`config.mk`:
```
export PLATFORM = sky130hd
export DESIGN_NAME = exec_writeback_unit_flat
export DESIGN_NICKNAME = d
export VERILOG_FILES = /design/src/rtl/exec_writeback_unit_if.sv /design/src/rtl/exec_writeback_unit.sv /design/src/flat_wrapper.sv
export SDC_FILE = /design/constraint.sdc
export NUM_CORES = 1
export LEC_CHECK = 0
export BUFFER_PORTS_ARGS = -buffer_cell sky130_fd_sc_hd__clkbuf_2
export CAP_MARGIN = 20
export CORE_ASPECT_RATIO = 0.8
export CORE_MARGIN = 4
export CORE_UTILIZATION = 30
export DETAILED_ROUTE_END_ITERATION = 10
export GPL_TIMING_DRIVEN = 0
export PLACE_DENSITY_LB_ADDON = 0.25
export SLEW_MARGIN = 20
export SYNTH_ARGS = -nofsm -noshare
export SYNTH_HDL_FRONTEND = slang
export SYNTH_SLANG_ARGS = --single-unit
```
`constraint.sdc`:
```
create_clock -name clk -period 3.8 [get_ports clk]
set_input_delay 0.38 -clock clk [delete_from_list [all_inputs] [get_ports clk]]
set_output_delay 0.38 -clock clk [all_outputs]
set_load 0.02 [all_outputs]
```
`src/rtl/exec_writeback_unit_if.sv`:
```
// Bundle of signals between the execute/writeback unit, its instruction
// source and the 4-entry register file. The unit is the slave side; the
// environment (instruction issuer + register file) is the master side.
interface exec_writeback_unit_if #(
    parameter int DATA_WIDTH = 16,
    parameter int IDX_WIDTH  = 2
);
    logic                  instr_valid;
    logic                  instr_ready;
    logic [2:0]            instr_opcode;
    logic [IDX_WIDTH-1:0]  instr_dst;
    logic [IDX_WIDTH-1:0]  instr_src;
    logic [DATA_WIDTH-1:0] instr_imm;
    logic [IDX_WIDTH-1:0]  rf_read_index;
    logic [DATA_WIDTH-1:0] rf_read_data;
    logic [IDX_WIDTH-1:0]  rf_write_index;
    logic                  rf_write_enable;
    logic [DATA_WIDTH-1:0] rf_write_data;
    logic                  zero_flag;
    logic                  busy;

    modport master (
        output instr_valid, instr_opcode, instr_dst, instr_src, instr_imm, rf_read_data,
        input  instr_ready, rf_read_index, rf_write_index, rf_write_enable, rf_write_data,
               zero_flag, busy
    );

    modport slave (
        input  instr_valid, instr_opcode, instr_dst, instr_src, instr_imm, rf_read_data,
        output instr_ready, rf_read_index, rf_write_index, rf_write_enable, rf_write_data,
               zero_flag, busy
    );
endinterface

```
`src/rtl/exec_writeback_unit.sv`:
```
// Multi-cycle execute stage in front of a 4-entry register file.
// Accepts one instruction per handshake, reads the source register in READ,
// computes a single-cycle ALU result or runs an LSB-first shift-add multiply
// (one multiplier bit per cycle), then writes back for exactly one cycle.
// All outputs come straight from flops; write-port values are loaded on the
// edge that enters WRITE so they are valid for the whole WRITE cycle.
module exec_writeback_unit #(
    parameter int DATA_WIDTH = 16,
    parameter int IDX_WIDTH  = 2
) (
    input  logic clk,
    input  logic reset,
    exec_writeback_unit_if.slave bus
);
    localparam int CNT_W = $clog2(DATA_WIDTH);
    localparam logic [CNT_W-1:0] CNT_LAST = CNT_W'(DATA_WIDTH - 1);

    localparam logic [2:0] OP_NOP  = 3'd0;
    localparam logic [2:0] OP_LDI  = 3'd1;
    localparam logic [2:0] OP_ADDI = 3'd2;
    localparam logic [2:0] OP_SUBI = 3'd3;
    localparam logic [2:0] OP_ANDI = 3'd4;
    localparam logic [2:0] OP_MOV  = 3'd5;
    localparam logic [2:0] OP_MULI = 3'd6;
    localparam logic [2:0] OP_SHLI = 3'd7;

    typedef enum logic [1:0] {
        IDLE  = 2'd0,
        READ  = 2'd1,
        MUL   = 2'd2,
        WRITE = 2'd3
    } state_t;

    state_t                state_r;
    state_t                next_state_s;
    logic                  accept_s;

    logic [2:0]            opcode_r;
    logic [IDX_WIDTH-1:0]  dst_r;
    logic [IDX_WIDTH-1:0]  src_r;
    logic [DATA_WIDTH-1:0] imm_r;

    logic [DATA_WIDTH-1:0] mcand_r;
    logic [DATA_WIDTH-1:0] mplier_r;
    logic [DATA_WIDTH-1:0] acc_r;
    logic [CNT_W-1:0]      cnt_r;
    logic [DATA_WIDTH-1:0] mul_step_s;

    logic                  ready_r;
    logic                  busy_r;
    logic [IDX_WIDTH-1:0]  rd_idx_r;
    logic                  wr_en_r;
    logic [IDX_WIDTH-1:0]  wr_idx_r;
    logic [DATA_WIDTH-1:0] wr_data_r;
    logic                  zero_r;

    // Single-cycle ALU; results wrap modulo 2^DATA_WIDTH, shift uses only the low imm bits.
    function automatic logic [DATA_WIDTH-1:0] alu_result(
        input logic [2:0]            op,
        input logic [DATA_WIDTH-1:0] a,
        input logic [DATA_WIDTH-1:0] imm
    );
        logic [DATA_WIDTH-1:0] res;
        case (op)
            OP_LDI:  res = imm;
            OP_ADDI: res = a + imm;
            OP_SUBI: res = a - imm;
            OP_ANDI: res = a & imm;
            OP_MOV:  res = a;
            OP_SHLI: res = a << imm[CNT_W-1:0];
            default: res = '0;
        endcase
        return res;
    endfunction

    // ready_r is low in reset and otherwise mirrors "state is IDLE".
    assign accept_s = bus.instr_valid && ready_r;

    // State register.
    always_ff @(posedge clk or negedge reset) begin
        if (!reset) begin
            state_r <= IDLE;
        end else begin
            state_r <= next_state_s;
        end
    end

    // Next-state decode.
    always_comb begin
        next_state_s = state_r;
        case (state_r)
            IDLE: begin
                if (accept_s) begin
                    next_state_s = READ;
                end else begin
                    next_state_s = IDLE;
                end
            end
            READ: begin
                if (opcode_r == OP_NOP) begin
                    next_state_s = IDLE;
                end else if (opcode_r == OP_MULI) begin
                    next_state_s = MUL;
                end else begin
                    next_state_s = WRITE;
                end
            end
            MUL: begin
                if (cnt_r == CNT_LAST) begin
                    next_state_s = WRITE;
                end else begin
                    next_state_s = MUL;
                end
            end
            WRITE:   next_state_s = IDLE;
            default: next_state_s = IDLE;
        endcase
    end

    // Partial product plus the current multiplier bit's contribution.
    always_comb begin
        mul_step_s = acc_r;
        if (mplier_r[0]) begin
            mul_step_s = acc_r + mcand_r;
        end else begin
            mul_step_s = acc_r;
        end
    end

    // Instruction latch, loaded only on an accepted handshake.
    always_ff @(posedge clk or negedge reset) begin
        if (!reset) begin
            opcode_r <= 3'd0;
            dst_r    <= '0;
            src_r    <= '0;
            imm_r    <= '0;
        end else if (accept_s) begin
            opcode_r <= bus.instr_opcode;
            dst_r    <= bus.instr_dst;
            src_r    <= bus.instr_src;
            imm_r    <= bus.instr_imm;
        end
    end

    // Shift-add multiplier: seeded from the operand read in READ, one bit per MUL cycle.
    always_ff @(posedge clk or negedge reset) begin
        if (!reset) begin
            mcand_r  <= '0;
            mplier_r <= '0;
            acc_r    <= '0;
            cnt_r    <= '0;
        end else if (state_r == READ) begin
            mcand_r  <= bus.rf_read_data;
            mplier_r <= imm_r;
            acc_r    <= '0;
            cnt_r    <= '0;
        end else if (state_r == MUL) begin
            acc_r    <= mul_step_s;
            mcand_r  <= {mcand_r[DATA_WIDTH-2:0], 1'b0};
            mplier_r <= {1'b0, mplier_r[DATA_WIDTH-1:1]};
            cnt_r    <= cnt_r + {{(CNT_W-1){1'b0}}, 1'b1};
        end
    end

    // Write-port registers: loaded entering WRITE, cleared in every other cycle.
    always_ff @(posedge clk or negedge reset) begin
        if (!reset) begin
            wr_en_r   <= 1'b0;
            wr_idx_r  <= '0;
            wr_data_r <= '0;
        end else if (next_state_s == WRITE) begin
            wr_en_r  <= 1'b1;
            wr_idx_r <= dst_r;
            if (state_r == MUL) begin
                wr_data_r <= mul_step_s;
            end else begin
                wr_data_r <= alu_result(opcode_r, bus.rf_read_data, imm_r);
            end
        end else begin
            wr_en_r   <= 1'b0;
            wr_idx_r  <= '0;
            wr_data_r <= '0;
        end
    end

    // Handshake, busy and read-index registers, all derived from the next state.
    always_ff @(posedge clk or negedge reset) begin
        if (!reset) begin
            ready_r  <= 1'b0;
            busy_r   <= 1'b0;
            rd_idx_r <= '0;
        end else begin
            ready_r <= (next_state_s == IDLE);
            busy_r  <= (next_state_s != IDLE);
            if (accept_s) begin
                rd_idx_r <= bus.instr_src;
            end else begin
                rd_idx_r <= '0;
            end
        end
    end

    // Zero flag follows the value written back; untouched when nothing is written.
    always_ff @(posedge clk or negedge reset) begin
        if (!reset) begin
            zero_r <= 1'b0;
        end else if (state_r == WRITE) begin
            zero_r <= (wr_data_r == '0);
        end
    end

    assign bus.instr_ready     = ready_r;
    assign bus.busy            = busy_r;
    assign bus.rf_read_index   = rd_idx_r;
    assign bus.rf_write_enable = wr_en_r;
    assign bus.rf_write_index  = wr_idx_r;
    assign bus.rf_write_data   = wr_data_r;
    assign bus.zero_flag       = zero_r;
endmodule
```
`src/flat_wrapper.sv`:
```
// flat-port wrapper written by rule: the top's interface ports become plain ports
module exec_writeback_unit_flat 
#(
    parameter int DATA_WIDTH = 16,
    parameter int IDX_WIDTH  = 2
)
  (clk, reset, bus_instr_valid, bus_instr_opcode, bus_instr_dst, bus_instr_src, bus_instr_imm, bus_rf_read_data, bus_instr_ready, bus_rf_read_index, bus_rf_write_index, bus_rf_write_enable, bus_rf_write_data, bus_zero_flag, bus_busy);
  exec_writeback_unit_if #(.DATA_WIDTH(DATA_WIDTH), .IDX_WIDTH(IDX_WIDTH)) bus_i ();
  input  logic clk;
  input  logic reset;
  input wire logic [$bits(bus_i.instr_valid)-1:0] bus_instr_valid;
  input wire logic [$bits(bus_i.instr_opcode)-1:0] bus_instr_opcode;
  input wire logic [$bits(bus_i.instr_dst)-1:0] bus_instr_dst;
  input wire logic [$bits(bus_i.instr_src)-1:0] bus_instr_src;
  input wire logic [$bits(bus_i.instr_imm)-1:0] bus_instr_imm;
  input wire logic [$bits(bus_i.rf_read_data)-1:0] bus_rf_read_data;
  output wire logic [$bits(bus_i.instr_ready)-1:0] bus_instr_ready;
  output wire logic [$bits(bus_i.rf_read_index)-1:0] bus_rf_read_index;
  output wire logic [$bits(bus_i.rf_write_index)-1:0] bus_rf_write_index;
  output wire logic [$bits(bus_i.rf_write_enable)-1:0] bus_rf_write_enable;
  output wire logic [$bits(bus_i.rf_write_data)-1:0] bus_rf_write_data;
  output wire logic [$bits(bus_i.zero_flag)-1:0] bus_zero_flag;
  output wire logic [$bits(bus_i.busy)-1:0] bus_busy;
  assign bus_i.instr_valid = bus_instr_valid;
  assign bus_i.instr_opcode = bus_instr_opcode;
  assign bus_i.instr_dst = bus_instr_dst;
  assign bus_i.instr_src = bus_instr_src;
  assign bus_i.instr_imm = bus_instr_imm;
  assign bus_i.rf_read_data = bus_rf_read_data;
  assign bus_instr_ready = bus_i.instr_ready;
  assign bus_rf_read_index = bus_i.rf_read_index;
  assign bus_rf_write_index = bus_i.rf_write_index;
  assign bus_rf_write_enable = bus_i.rf_write_enable;
  assign bus_rf_write_data = bus_i.rf_write_data;
  assign bus_zero_flag = bus_i.zero_flag;
  assign bus_busy = bus_i.busy;
  exec_writeback_unit #(.DATA_WIDTH(DATA_WIDTH), .IDX_WIDTH(IDX_WIDTH)) u_core (.clk(clk), .reset(reset), .bus(bus_i));
endmodule
```
# After elaboration in Yosys (flattened, before gate mapping)
# Index checks and enable logic that the tools add are counted.
# classes
n_eq_ne	12
n_addsub	4
bitwise_logic	1
reduce_logical	7
n_shift	1
n_mux	20
# op_table
cell	n
16-bit 2-to-1 mux	9
16-bit one-hot mux with 6 select lines	1
16-bit adder	2
16-bit AND	1
16-bit zero test	1
16-bit by 4-bit << shifter with 16-bit output	1
16-bit subtractor	1
3-bit == test, second input constant	4
4-bit 2-to-1 mux	2
2-bit one-hot mux with 4 select lines	1
2-bit == test, second input constant	3
3-bit by 2-bit == test with 1-bit output, second input constant	2
2-bit 2-to-1 mux	3
4-bit by 1-bit adder with 4-bit output, second input constant	1
4-bit == test, second input constant	1
2-bit zero test	2
1-bit 2-to-1 mux	4
2-bit nonzero test	2
3-bit by 1-bit == test with 1-bit output, second input constant	1
3-bit zero test	1
2-bit by 1-bit == test with 1-bit output, second input constant	1
1-bit logical AND	1
# totals
out_inout_bits	24
regBits	99
in_bits	42
word_cells	60

# Logic depth before layout (Yosys ltp)
# Gate-level depths: netlist (run 1).
# depth
ltp_word	6
depth_mapped	17
ltp_nobuf	15

# Worst setup path before layout (run 1)
# No wires, ideal clock.
# synth_timing
kind	register to register
from	reg u_core.imm_r[1]
to	reg u_core.wr_data_r[12] (netlist: u_core.bus.rf_write_data[12])
stages_incl_launch_ff	18
period_less_slack_ps	3592
setup_time_ps	149
required_time_ps	3651
n_path_buf	2
setup_slack_ps	208
arrival_time_ps	3444
cell_sequence	dfrtp_1 > clkbuf_1 > buf_1 > inv_1 > ha_1 > nand2_1 > or2_2 > or3_1 > nand2_1 > xor2_1 > ha_1 > and3_1 > and3_1 > o211ai_1 > nand3b_1 > xor2_1 > a2111oi_0 > a311oi_1
# synth_via
elab_chain_cells	4
word_cells_on_any_way	6
cone_classes	add/sub (2); shift (1); mux (3)
# synth_lines
item	line_no	text
start: declaration	exec_writeback_unit.sv:41	logic [DATA_WIDTH-1:0] imm_r;
start signal: assignment	exec_writeback_unit.sv:141	imm_r <= bus.instr_imm;
16-bit subtractor (tied with other cells)	exec_writeback_unit.sv:67	OP_SUBI: res = a - imm;
16-bit one-hot mux with 6 select lines *	exec_writeback_unit.sv:64	case (op)
16-bit 2-to-1 mux *	exec_writeback_unit.sv:174	if (state_r == MUL) begin
16-bit 2-to-1 mux *	exec_writeback_unit.sv:171	end else if (next_state_s == WRITE) begin
end signal: assignment	exec_writeback_unit.sv:175	wr_data_r <= mul_step_s;
end signal: assignment	exec_writeback_unit.sv:177	wr_data_r <= alu_result(opcode_r, bus.rf_read_data, imm_r);
end: declaration	exec_writeback_unit.sv:54	logic [DATA_WIDTH-1:0] wr_data_r;
# Mark *: on every way between the ends. The rest lies on a longest branch, timed or not.
# A chain may end at the register's enable or synchronous reset.

# Worst setup path in the final report (run 1)
# layout_timing
from	reg u_core.imm_r[0]
to	reg u_core.wr_data_r[12] (netlist: u_core.bus.rf_write_data[12])
# Same word-level chain as after synthesis.

==> impl_metrics.py, run 1 <==
metrics = {
    "run_status": {
        "outcome": "finished clean",
    },
    "setup_path": {
        "reg2reg_to": "u_core.bus.rf_write_data[12]",
        "start_kind": "flop",
        "path_cells": "buf_6, inv_4, ha_1, nand2_1, or2_2, or3_4, nand2_1, xor2_1, ha_1, and3_1, and3_1, o211ai_1, nand3b_1, xor2_1, a2111oi_4, a311oi_2",
        "r2r_slack_ns": 0.14,
        "critPathSlowestCell": "a2111oi_4",
        "cp-startpoint": "u_core.imm_r[0]",
        "cp-endpoint": "u_core.bus.rf_write_data[12]",
        "critPathCaptureType": "flop",
        "path_buf_inv": 2,
        "crit_family": "simple AND/OR/NAND/NOR gates",
        "cp_data_arrival_time_ns": 3.83,
        "r2r_start": "u_core.imm_r[0]",
        "rr_worst_depth": 16,
        "path_class": "reg2reg",
        "cp.required_ns": 3.98,
        "worst-path-stages": 16,
        "worstPathMaxFanout": 10,
        "max_stage_delay_ns": 0.42,
    },
    "floorplan": {
        "rows": 49,
        "dieArea_um2": 26100,
        "chipWidth_um": 180,
        "ios": 66,
        "die_h_um": 145,
        "initial_core_util_pct": 31.0,
        "core_um2": 22800,
    },
    "drt": {
        "dr.pass1.iters": 5,
        "drtIter0Drc": 464,
        "final_antenna_net_count": 0,
        "route.vias.total": 6359,
        "wl_per_cell_um": 19.9,
        "wl_um": 23200,
        "avgViaCountPerCell": 5.45,
        "drc": 0,
    },
    "yosys": {
        "postSynthCellCount": 774,
        "synth_fp_nets": 856,
        "synth_compound_area_share_pct": 22.1,
        "synth-edff-count": 0,
        "ys_warn_count": 0,
        "synth_top_family_by_area": "compound AO/OA/AOI/OAI gates",
        "synth_top_cell_area_share_pct": 35.1,
        "synthMuxAreaShare_pct": 13.0,
        "synth.distinct_cells": 68,
        "ys_seq_area_share_pct": 35.1,
        "yosys.area_share.xor_xnor_pct": 4.09,
        "avgSynthCellArea_um2": 9.13,
        "synth_adder_area_share_pct": 7.29,
        "synth_area_um2": 7070,
        "ys_top_cells_by_area": "dfrtp_1, mux2i_1, ha_1, a21oi_1, mux2_2",
        "yosys.area_share.simple_pct": 14.0,
        "synth_flop_cell": "dfrtp_1",
        "ys_ff_latch": 99,
        "async_flop_share_pct": 100,
        "synth_top_area_cell": "dfrtp_1",
    },
    "timing": {
        "worst_pin_slew_ns": 0.872,
        "max-slew-margin-rel_pct": 41.9,
        "timing.final.crit_share_pct": 96.2,
        "rsz0062_at_grt": "yes",
        "period_needed_ns": 3.66,
        "timing.fmax_ghz": 0.274,
        "setup_viol": 0,
        "slew_violations": 0,
        "clock_skew_ns": 0.00602,
        "hold_viol_final": 0,
    },
    "worst_hold_path": {
        "worstHoldStart": "bus_instr_imm[15]",
        "hold_class": "in2reg",
    },
    "clock_tree": {
        "cts.clk_slew.worst_paths_ns": 0.07,
        "ctsRootBufferMaster": "clkbuf_16",
        "worstSkewPairLatency_ns": 0.35,
        "cts_tree": "yes",
        "clkSinkCount": 99,
        "htree_num_levels": 3,
        "clk_path_buf_depth": 2,
        "cts_buffers": 9,
    },
    "run": {
        "maxCapViolations": 0,
    },
    "global_route": {
        "grt_pass1_wl_um": 36200,
        "grt_max_degree": 67,
        "antenna_found_initial": 0,
        "grt_pass1_vias": 6143,
        "track_usage_pct": 17.5,
        "gr-total-overflow": 0,
    },
    "layout": {
        "fill_cells": 2396,
        "final_common_cell": "dfrtp_1",
        "antennaDiodeCount": 0,
        "fin_util_pct": 36.4,
        "layout_common_cells": "dfrtp_1, a21oi_1, nor2_1",
        "multi_input_area_um2": 4390,
        "drive_gt1_share_pct": 18.9,
        "area_delta_synth_final_pct": 17.3,
        "seqCellArea_um2": 2480,
        "nets": 938,
    },
    "placement": {
        "port_buffers": 65,
        "globalplace.congestion": 0.935,
        "hpwlAfterDp_um": 18600,
    },
}
-- through the flow --
stage	TNS [ns]	hold slack (ns)	instance area (um^2)	std cells	setup slack [ns]
after floorplan	0	0.0844	7070	774	0.208
after global placement	-5.20	0.460	7780	1145	-0.800
after detailed placement	-5.42	0.305	7810	1146	-0.735
after CTS	0	0.250	8180	1166	0.0119
after global routing	-0.0200	0.250	8290	1167	-0.0200
final	0	0.259	8290	1167	0.144
-- sequential cells by signal, summed over array words and instances (netlist names), 3 cells and up --
signal / count
u_core.acc_r: 16
u_core.bus.rf_write_data: 16
u_core.cnt_r: 4
u_core.imm_r: 16
u_core.mcand_r: 16
u_core.mplier_r: 16
u_core.opcode_r: 3
-- worst reg2reg max path: stages, from the launching register on --
cell,delay (ns)
dfrtp_1,0.41
buf_6,0.18
inv_4,0.10
ha_1,0.17
nand2_1,0.06
or2_2,0.31
or3_4,0.39
nand2_1,0.09
xor2_1,0.15
ha_1,0.28
and3_1,0.20
and3_1,0.18
o211ai_1,0.14
nand3b_1,0.13
xor2_1,0.19
a2111oi_4,0.42
a311oi_2,0.08
-- Yosys cell counts (all sizes together) (3+ instances only) --
| library cell | instances |
|---|---|
| and3 | 11 |
| a21o | 17 |
| nor2b | 11 |
| nand3 | 13 |
| o31ai | 6 |
| or2 | 5 |
| or3 | 5 |
| o22ai | 23 |
| o41ai | 3 |
| nand3b | 4 |
| a311oi | 3 |
| nand2b | 4 |
| and2 | 6 |
| mux2 | 24 |
| inv | 36 |
| a21oi | 76 |
| nand2 | 36 |
| buf | 13 |
| a211oi | 12 |
| nor3 | 21 |
| mux4 | 7 |
| mux2i | 49 |
| nor2 | 70 |
| dfrtp | 99 |
| o21bai | 4 |
| clkbuf | 34 |
| a221oi | 5 |
| xnor2 | 17 |
| a2111oi | 8 |
| o211ai | 5 |
| nand4 | 4 |
| o21a | 6 |
| xor2 | 16 |
| a21boi | 3 |
| nor4 | 6 |
| a22oi | 18 |
| o21ai | 32 |
| ha | 38 |
| a31oi | 5 |
-- worst min-delay path by stage --
stage                                       to  cells after the start
floorplan                      u_core.acc_r[0]                      0
global placement          u_core.bus.zero_flag                      1
global route                  u_core.imm_r[13]                      2
CTS                            u_core.dst_r[0]                      2
detailed placement  u_core.bus.rf_write_enable                      1
finish                        u_core.imm_r[15]                      2
-- area by class of cell --
cell class                      count  area share [%]
Multi-Input combinational cell    591            53.0
Tap cell                          306            4.62
Clock buffer                        9            2.72
Timing Repair Buffer               75            5.21
Sequential cell                    99            29.9
Buffer                             43            2.19
Inverter                           37            1.70
Clock inverter                      7           0.694
-- repair_timing --
item                                    CTS  global route
setup buffers                             5             3
endpoints found under the setup margin   12            10
resized for setup                        17            21
hold buffers                              1             0
endpoints found under the hold margin    33             0
pin swaps                                 3             4
-- logic make-up after synthesis --
| logic type | Yosys count |
|---|---|
| compound gates | 237 |
| simple gates | 201 |
| flops | 99 |
| buf+inv | 84 |
| mux | 80 |
| fa+ha+maj | 40 |
| xor+xnor | 33 |
-- routing by layer --
layer | up-vias | part of all wire [%] | track usage (%)
li1 | 3012 | - | -
met1 | 3067 | 50 | 27.4
met2 | 261 | 40 | 24.0
met3 | 19 | 8.9 | 5.01
met4 | 0 | 1.0 | 2.78
met5 | - | 0 | 0
Power of run 1 is left out: the tool's default activity adds up to more than one toggle a clock period on the data nets, which glitch-free logic cannot reach.
==> inputs of run 2 (changes only) <==
--- a/config.mk
+++ b/config.mk
@@ -10,9 +10,11 @@
 export CORE_ASPECT_RATIO = 0.8
 export CORE_MARGIN = 4
 export CORE_UTILIZATION = 30
+export CTS_CLUSTER_SIZE = 16
 export DETAILED_ROUTE_END_ITERATION = 10
 export GPL_TIMING_DRIVEN = 0
 export PLACE_DENSITY_LB_ADDON = 0.25
+export REMOVE_ABC_BUFFERS = 1
 export SLEW_MARGIN = 20
 export SYNTH_ARGS = -nofsm -noshare
 export SYNTH_HDL_FRONTEND = slang
==> impl_metrics.py, run 2 (synthesized netlist as in run 1, its figures left out) <==
metrics = {
    "layout": {
        "stdcell_area_um2": 8200,
        "final_common_cell": "dfrtp_1",
        "drive_gt1_share_pct": 19.6,
        "area_delta_synth_final_pct": 16.0,
        "fill_cells": 2392,
        "nets": 899,
        "fin_util_pct": 35.9,
        "seqCellArea_um2": 2490,
        "multi_input_area_um2": 4360,
        "layout_common_cells": "dfrtp_1, a21oi_1, nor2_1",
    },
    "setup_path": {
        "start_kind": "flop",
        "path_class": "reg2reg",
        "critPathSlowestCell": "dfrtp_4",
        "critPathCaptureType": "flop",
        "max_stage_delay_ns": 0.49,
        "worstPathMaxFanout": 6,
        "cp_data_arrival_time_ns": 3.90,
        "cp.required_ns": 4.05,
        "path_buf_inv": 1,
        "cpMostUsedCell": "nand2_1",
        "crit_family": "simple AND/OR/NAND/NOR gates",
        "path_cells": "clkinvlp_4, ha_1, nand2_1, or2_2, or3_4, o31ai_1, xor2_1, ha_2, and3_1, a31oi_2, a32oi_2, xnor2_1, nand2_1, a221oi_2",
    },
    "run_status": {
        "outcome": "finished clean",
    },
    "timing": {
        "slew_violations": 0,
        "setup-tns-final_ns": 0,
        "timing.final.crit_share_pct": 95.9,
        "worst_pin_slew_ns": 1.01,
        "period_needed_ns": 3.65,
        "setup_viol": 0,
        "whs_ns": 0.242,
        "max-slew-margin-rel_pct": 32.7,
        "hold_viol_final": 0,
        "clock_skew_ns": 0.00820,
        "timing.fmax_ghz": 0.274,
    },
    "global_route": {
        "gr-total-overflow": 0,
        "grt_max_degree": 56,
        "grt_pass1_vias": 5766,
        "grt_pass1_wl_um": 33600,
        "antenna_found_initial": 0,
        "track_usage_pct": 15.9,
    },
    "drt": {
        "drtIter0Drc": 491,
        "dr.pass1.iters": 5,
        "wl_per_cell_um": 18.4,
        "wl_um": 20800,
        "final_antenna_net_count": 0,
        "avgViaCountPerCell": 5.37,
        "route.vias.total": 6059,
        "drc": 0,
    },
    "floorplan": {
        "core_um2": 22800,
        "ios": 66,
        "die_h_um": 145,
        "dieArea_um2": 26100,
        "rows": 49,
        "initial_core_util_pct": 31.0,
        "chipWidth_um": 180,
    },
    "clock_tree": {
        "cts.clk_slew.worst_paths_ns": 0.07,
        "cts_tree": "yes",
        "worstSkewPairLatency_ns": 0.36,
        "ctsRootBufferMaster": "clkbuf_16",
        "clk_path_buf_depth": 2,
        "cts_buffers": 9,
        "htree_num_levels": 3,
        "clkSinkCount": 99,
    },
    "power_and_ir_drop": {
        "fin_total_pwr_mw": 9.01,
        "power_density_nw_per_um2": 1100,
        "ir_worst_vdd_mv": 0.399,
        "power_leakage_nw": 3.57,
    },
    "placement": {
        "hpwlAfterDp_um": 15100,
        "place_area_um2": 7700,
        "port_buffers": 65,
        "globalplace.congestion": 0.894,
    },
    "run": {
        "maxCapViolations": 0,
    },
    "worst_hold_path": {
        "hold_class": "in2reg",
    },
}
[run 2: changes by cell type in the layout (fill, tap and decap cells not counted), moves of 3 or more]
| cell | delta |
|---|---|
| buf_1 | -10 |
| dfrtp_1 | -3 |
| ha_1 | -5 |
| clkbuf_1 | -27 |
| buf_4 | -3 |
| ha_4 | +3 |
| dfrtp_4 | +3 |
[run 2: timing repair]
item | in CTS | in global routing
setup endpoints to repair | 11 | 9
hold buffers | 1 | 0
pin swaps | 0 | 2
endpoints found under the hold margin | 44 | 0
gates resized for setup | 9 | 14
setup buffers | 6 | 3
[run 2: path summary, 6_finish.rpt]
path	depth (start not counted)	endpoint	startpoint	slack (ns)
max in group asynchronous	3	u_core.bus.rf_write_data[14]	reset	2.68
max reg2reg	14	u_core.bus.rf_write_data[15]	u_core.imm_r[0]	0.15
min in group asynchronous	2	u_core.opcode_r[0]	reset	0.50
min	2	u_core.imm_r[8]	bus_instr_imm[8]	0.24
min reg2reg	1	u_core.bus.zero_flag	u_core.bus.rf_write_data[12]	0.46
max	14	u_core.bus.rf_write_data[15]	u_core.imm_r[0]	0.15
[run 2: through the flow]
stage / instances / worst slack, ns
after floorplan: 727 / 0.189
after global placement: 1098 / -1.09
after detailed placement: 1101 / -0.686
after CTS: 1124 / 0.00502
after global routing: 1128 / -0.0231
final: 1129 / 0.154
[run 2: per-layer routing]
| layer | routed length (um) | track usage, % | vias up |
|---|---|---|---|
| met5 | 0 | 0 | - |
| met4 | 125 | 2.32 | 0 |
| met3 | 1390 | 4.05 | 10 |
| met2 | 8260 | 22.1 | 169 |
| met1 | 11000 | 25.2 | 2941 |
| li1 | - | - | 2939 |
[run 2: area by class of cell]
type	instances	share of cell area [%]
multi-input combinational	591	53.1
clock buffer	10	2.79
timing repair buffer	79	6.12
sequential	99	30.4
antenna	1	0.0305
inverter	37	1.74
clock inverter	6	1.10
tap	306	4.67
[run 2: power by group]
group	total (mW)	internal (mW)	switching, mW
clock	1.01	0.579	0.429
sequential	2.16	1.54	0.617
combinational	5.85	2.52	3.33
total	9.01	4.64	4.38
No activity file was read; power rests on OpenSTA's default activity.
